[src/rtl/uart_hex_ctrl.sv]
`timescale 1ns/1ps
// uart_hex_ctrl
// Purpose: turns a stream of UART bytes into a 4-digit hex display word.
//   Hex characters are shifted into a staging register; CR commits the
//   staged digits to the display, ESC discards them, and space is ignored.
//   A partial entry left idle for TIMEOUT cycles is silently discarded.
// Ports:
//   clk      in   system clock, rising edge
//   rst_n    in   synchronous reset, active low
//   rx_data  in   [7:0] received byte, stable while rx_flag is high
//   rx_flag  in   byte-complete flag, asynchronous to clk
//   data     out  [15:0] display word, [15:12] is the leftmost digit
//   digit_en out  [3:0] per-digit enable, bit i enables nibble i
//   updated  out  one-cycle pulse when data/digit_en are committed
//   err      out  one-cycle pulse when a byte is rejected
module uart_hex_ctrl #(
  parameter logic [15:0] RESET_WORD = 16'hAA00,
  parameter logic [23:0] TIMEOUT    = 24'd12_000_000
) (
  input  logic        clk,
  input  logic        rst_n,
  input  logic [7:0]  rx_data,
  input  logic        rx_flag,
  output logic [15:0] data,
  output logic [3:0]  digit_en,
  output logic        updated,
  output logic        err
);

  typedef enum logic [1:0] {IDLE, ENTRY, FULL} state_t;

  // flag synchronizer, edge detector and byte capture
  logic        r_sync1, r_sync2, r_sync3;
  logic        r_v1, r_v2, r_armed;
  logic        r_evt;
  logic [7:0]  r_byte;

  // entry state
  state_t      r_state, w_state_next;
  logic [15:0] r_stage, w_stage_next;
  logic [2:0]  r_count, w_count_next;
  logic [23:0] r_tmo,   w_tmo_next;

  // outputs
  logic [15:0] r_data,  w_data_next;
  logic [3:0]  r_en,    w_en_next;
  logic        r_upd,   w_upd_next;
  logic        r_err,   w_err_next;

  logic        w_rise;
  logic        w_is_hex;
  logic [3:0]  w_nib;
  logic [3:0]  w_mask;

  // r_armed only goes high once the synchronizer has carried a real low
  // sample of rx_flag; a flag already high when reset releases therefore
  // cannot masquerade as a rising edge against the cleared flops.
  assign w_rise = r_sync2 & ~r_sync3 & r_armed;

  always_ff @(posedge clk) begin
    if (!rst_n) begin
      r_sync1 <= 1'b0;
      r_sync2 <= 1'b0;
      r_sync3 <= 1'b0;
      r_v1    <= 1'b0;
      r_v2    <= 1'b0;
      r_armed <= 1'b0;
      r_evt   <= 1'b0;
      r_byte  <= 8'h00;
      r_state <= IDLE;
      r_stage <= 16'h0000;
      r_count <= 3'd0;
      r_tmo   <= 24'd0;
      r_data  <= RESET_WORD;
      r_en    <= 4'b1111;
      r_upd   <= 1'b0;
      r_err   <= 1'b0;
    end else begin
      r_sync1 <= rx_flag;
      r_sync2 <= r_sync1;
      r_sync3 <= r_sync2;
      r_v1    <= 1'b1;
      r_v2    <= r_v1;
      if (r_v2 && !r_sync2) r_armed <= 1'b1;
      r_evt   <= w_rise;
      if (w_rise) r_byte <= rx_data;
      r_state <= w_state_next;
      r_stage <= w_stage_next;
      r_count <= w_count_next;
      r_tmo   <= w_tmo_next;
      r_data  <= w_data_next;
      r_en    <= w_en_next;
      r_upd   <= w_upd_next;
      r_err   <= w_err_next;
    end
  end

  // byte classification: case-insensitive hex digit to nibble
  always_comb begin
    w_is_hex = 1'b0;
    w_nib    = 4'h0;
    if (r_byte >= 8'h30 && r_byte <= 8'h39) begin
      w_is_hex = 1'b1;
      w_nib    = r_byte[3:0];
    end else if ((r_byte >= 8'h41 && r_byte <= 8'h46) ||
                 (r_byte >= 8'h61 && r_byte <= 8'h66)) begin
      w_is_hex = 1'b1;
      w_nib    = r_byte[3:0] + 4'd9;
    end
  end

  // enable mask for a right-aligned entry of r_count digits
  always_comb begin
    w_mask = 4'b1111;
    case (r_count)
      3'd1:    w_mask = 4'b0001;
      3'd2:    w_mask = 4'b0011;
      3'd3:    w_mask = 4'b0111;
      default: w_mask = 4'b1111;
    endcase
  end

  always_comb begin
    w_state_next = r_state;
    w_stage_next = r_stage;
    w_count_next = r_count;
    w_tmo_next   = r_tmo;
    w_data_next  = r_data;
    w_en_next    = r_en;
    w_upd_next   = 1'b0;
    w_err_next   = 1'b0;
    if (r_evt) begin
      // any byte restarts the idle timer and takes priority over expiry
      w_tmo_next = 24'd0;
      if (w_is_hex) begin
        if (r_state == FULL) begin
          w_err_next = 1'b1;
        end else begin
          w_stage_next = {r_stage[11:0], w_nib};
          w_count_next = r_count + 3'd1;
          w_state_next = (r_count == 3'd3) ? FULL : ENTRY;
        end
      end else begin
        case (r_byte)
          8'h0D: begin
            if (r_state == IDLE) begin
              w_err_next = 1'b1;
            end else begin
              w_data_next  = r_stage;
              w_en_next    = w_mask;
              w_upd_next   = 1'b1;
              w_stage_next = 16'h0000;
              w_count_next = 3'd0;
              w_state_next = IDLE;
            end
          end
          8'h1B: begin
            w_stage_next = 16'h0000;
            w_count_next = 3'd0;
            w_state_next = IDLE;
          end
          8'h20: ;
          default: w_err_next = 1'b1;
        endcase
      end
    end else if (r_state != IDLE) begin
      if (r_tmo == TIMEOUT - 24'd1) begin
        w_stage_next = 16'h0000;
        w_count_next = 3'd0;
        w_state_next = IDLE;
        w_tmo_next   = 24'd0;
      end else begin
        w_tmo_next = r_tmo + 24'd1;
      end
    end
  end

  assign data     = r_data;
  assign digit_en = r_en;
  assign updated  = r_upd;
  assign err      = r_err;

endmodule

[config.mk]
export PLATFORM = sky130hd
export DESIGN_NAME = uart_hex_ctrl
export DESIGN_NICKNAME = d
export VERILOG_FILES = /design/src/rtl/uart_hex_ctrl.sv
export SDC_FILE = /design/constraint.sdc
export NUM_CORES = 1
export LEC_CHECK = 0
export BUFFER_PORTS_ARGS = -buffer_cell sky130_fd_sc_hd__buf_2
export CAP_MARGIN = 20
export CORE_MARGIN = 1.5
export CORE_UTILIZATION = 60
export CTS_BUF_LIST = sky130_fd_sc_hd__clkbuf_8
export DETAILED_ROUTE_END_ITERATION = 12
export GPL_TIMING_DRIVEN = 0
export PLACE_DENSITY = 0.82
export SLEW_MARGIN = 20
export SYNTH_ARGS = -nofsm -noshare
export SYNTH_HDL_FRONTEND = slang
export SYNTH_SLANG_ARGS = --single-unit
[constraint.sdc]
create_clock -name clk -period 6 [get_ports clk]
set_input_delay 0.6 -clock clk [delete_from_list [all_inputs] [get_ports clk]]
set_output_delay 0.6 -clock clk [all_outputs]
set_load 0.01 [all_outputs]
==> parameters.txt <==
Parameter                              Value

Min path
  Worst hold-check path type ... in -> reg
  WHS Path Cells ... 1
  Start point of the worst min-delay path ... rst_n
  Endpoint of the worst hold-timing path ... r_v1

Route
  Routed wire length ... 6660 µm
  Avg Vias per Cell ... 5.62
  DR iter-0 viols ... 102
  Amount of wire on met3 after detailed routing ... 279 µm
  Number of optimization iterations in the first detailed-route pass ... 5
  # DRC ... 0
  Uppermost signal routing layer after detailed routing ... met4
  Post-route ant nets ... 0
  Met2 wirelength from detailed routing ... 3270 µm
  Routed via count ... 2683
  Per-cell routed wire length ... 14.0 µm
  Post-route met1 wirelength ... 3010 µm

Clock tree
  CTS tree ... built
  Root buffer cell ... clkbuf_8
  Number of H-tree levels ... 3
  Quantity of hold-fixing buffers added after cts ... 0
  Maximum count of clock buffers along a single path ... 2
  Clock transition at the register clock pins on the worst setup and hold paths after CTS ... 0.09 ns
  Post-CTS Setup Repair Bufs ... 0
  CTS Buf Count ... 9
  Number of cells upsized or downsized after cts ... 0
  Sink Count ... 81
  Clock insertion delay at the later pin of the skew report ... 0.36 ns

Global route
  Number of antenna violations at the first check in global routing ... 0
  Pin count of the biggest net entering global routing ... 15
  Vias in the first global route ... 2646
  First-pass GRT wire length ... 12100 µm
  Remaining global-route overflow ... 0
  GRT Util Overall ... 0.250

Timing
  Worst slew slack as a fraction of its limit ... 0.531
  Period Utilization, post-route ... 0.407
  Minimum setup slack in the final design ... 3.56 ns
  Minimum clock period after layout ... 2.44 ns
  Total setup violations reported at the end of the flow ... 0
  Achievable frequency ... 0.410 GHz
  Worst-Margin Slew ... 0.694 ns
  Setup repair after global routing missed its margin ... no
  Count of pins over their slew limit ... 0
  Worst clock skew ... 0.0142 ns
  Fin Setup TNS ... 0 ns
  Count of endpoints failing hold in the final timing report ... 0

Synthesis
  Synthesis-stage register bit count ... 81
  Cell area after synthesis ... 3330 µm²
  Post-synth EDFFs ... 0
  Synth Instances ... 361
  Synthesized area per cell ... 9.23 µm²
  Post-Syn Nets ... 379
  Number of different library cells in the post-synthesis netlist ... 51
  Post-synthesis async set-or-reset flop share ... 0
  Warnings from Yosys ... 0
  Most used flip-flop cell after synthesis ... dfxtp_1
  Share of synthesized area occupied by flip-flops and latches ... 0.487

Placed design
  Worst setup timing slack at the placement stage ... 3.59 ns
  Number of buffers inserted by port buffering ... 31
  Global placer's final weighted congestion ... 0.839
  HPWL after detailed placement ... 4630 µm
  Standard cell area after detailed placement ... 3570 µm²

Layout
  Fraction of the core area covered by cells at the end of the flow ... 0.719
  Most used cells in the layout excluding fill and tap cells ... dfxtp_1, nor2_1, nand2_1
  # nets final ... 421
  Antenna diode count ... 0
  Post-route design area ... 3770 µm²
  Most common cell after layout, fill and taps aside ... dfxtp_1
  Layout cells sized above 1 ... 0.145
  Area growth syn-to-layout ... 13.1%

Worst setup path
  Kind of end point of the critical path ... flip-flop
  Depth of the worst register-to-register path ... 8
  Register-to-Register Setup Slack ... 3.56 ns
  Startpoint Class ... flip-flop
  Maximum fanout along the worst path ... 10
  Worst path required time ... 6.29 ns
  Crit path DAT ... 2.73 ns
  Reg-to-reg endpoint ... data[7]
  Kind of critical path ... reg -> reg
  R2r startpoint ... r_state[1]

Run status
  Run status ... finished clean

Power and ir drop
  Pwr dens ... 255 nW/µm²
  Worst VDD drop ... 0.000171 V
  Leakage power of the design ... 0.00146 µW

Floorplan
  Die height ... 77.5 µm
  Total number of placement rows ... 26
  Die outline area ... 6010 µm²
  Overall die width ... 77.5 µm
  Initial standard-cell utilization of the core ... 0.636
  Top Ports ... 33
  Core area ... 5240 µm²

Job
  Max-cap violations ... 0
==> layer usage <==
metal | global-route usage | up-vias
li1 | - | 1337
met3 | 0.0635 | 12
met5 | 0 | -
met2 | 0.426 | 56
met4 | 0.0909 | 0
met1 | 0.305 | 1278
==> sequential cells by signal, indices dropped and copies added (netlist names) <==
name      count
r_sync1       1
r_sync2       1
r_sync3       1
r_tmo        24
err           1
r_v1          1
r_v2          1
updated       1
r_stage      16
r_byte        8
r_state       2
r_armed       1
r_evt         1
r_count       3
digit_en      3
data         16
==> cells in the mapped netlist, types with 4 or more instances <==
cell type	instances	area share
a21oi_1	20	0.030
a22o_1	13	0.034
and2_1	5	0.0094
clkbuf_1	13	0.015
dfxtp_1	81	0.49
ha_1	7	0.026
inv_1	10	0.011
mux2i_1	10	0.030
nand2_1	43	0.048
nand3_1	16	0.024
nor2_1	44	0.050
nor3_1	6	0.0090
nor4_1	7	0.013
o21ai_0	7	0.011
o2bb2ai_1	5	0.013
or3_1	4	0.0075
xnor2_1	15	0.039
xor2_1	6	0.016
==> power by group <==
part	total, µW	switching [µW]	internal, µW
Sequential	541	1.26	540
Clock	398	205	193
Combinational	22.5	14.3	8.22
==> per-stage QoR <==
step           total power [µW]  hold slack (ns)  instances
6_report                    962            0.387        477
5_1_grt                     993            0.382        477
4_1_cts                     967            0.376        477
3_5_place_dp                576            0.428        462
3_3_place_gp                576            0.415        462
2_1_floorplan               568            0.412        361
==> cell type report <==
class	count	area (µm²)
sequential	81	1620
multi-input combinational	251	1590
fill	408	1470
timing repair buffer	31	155
clock buffer	9	124
tap	70	87.6
buffer	18	82.6
clock inverter	6	68.8
inverter	11	41.3
==> critical path, cell delays in order (launching register included) <==
cell and delay (ns):
dfxtp_1 0.45, or2_2 0.16, clkbuf_1 0.23, nand3_1 0.17, nor3_1 0.32, clkbuf_1 0.40
clkbuf_1 0.39, nand2_1 0.10, a21oi_1 0.15
==> worst max-delay path by stage <==
| stage | start | endpoint | cells past startpoint |
|---|---|---|---|
| detailed placement | r_state[1] | data[10] | 8 |
| finish | r_state[1] | data[7] | 8 |
| floorplan | r_tmo[8] | r_stage[12] | 6 |
| global placement | r_state[1] | data[10] | 8 |
| CTS | r_state[1] | data[7] | 8 |
| global route | r_state[1] | data[6] | 8 |
==> kinds of logic after synthesis <==
kind of cell	Yosys count	share of synthesized area
simple gates	151	0.226
flops	81	0.487
compound gates	59	0.131
buf+inv	29	0.0372
xor+xnor	21	0.0552
mux	12	0.0368
fa+ha+maj	7	0.0263
other cells	1	0.00113
(Power assumes the default switching activity.)
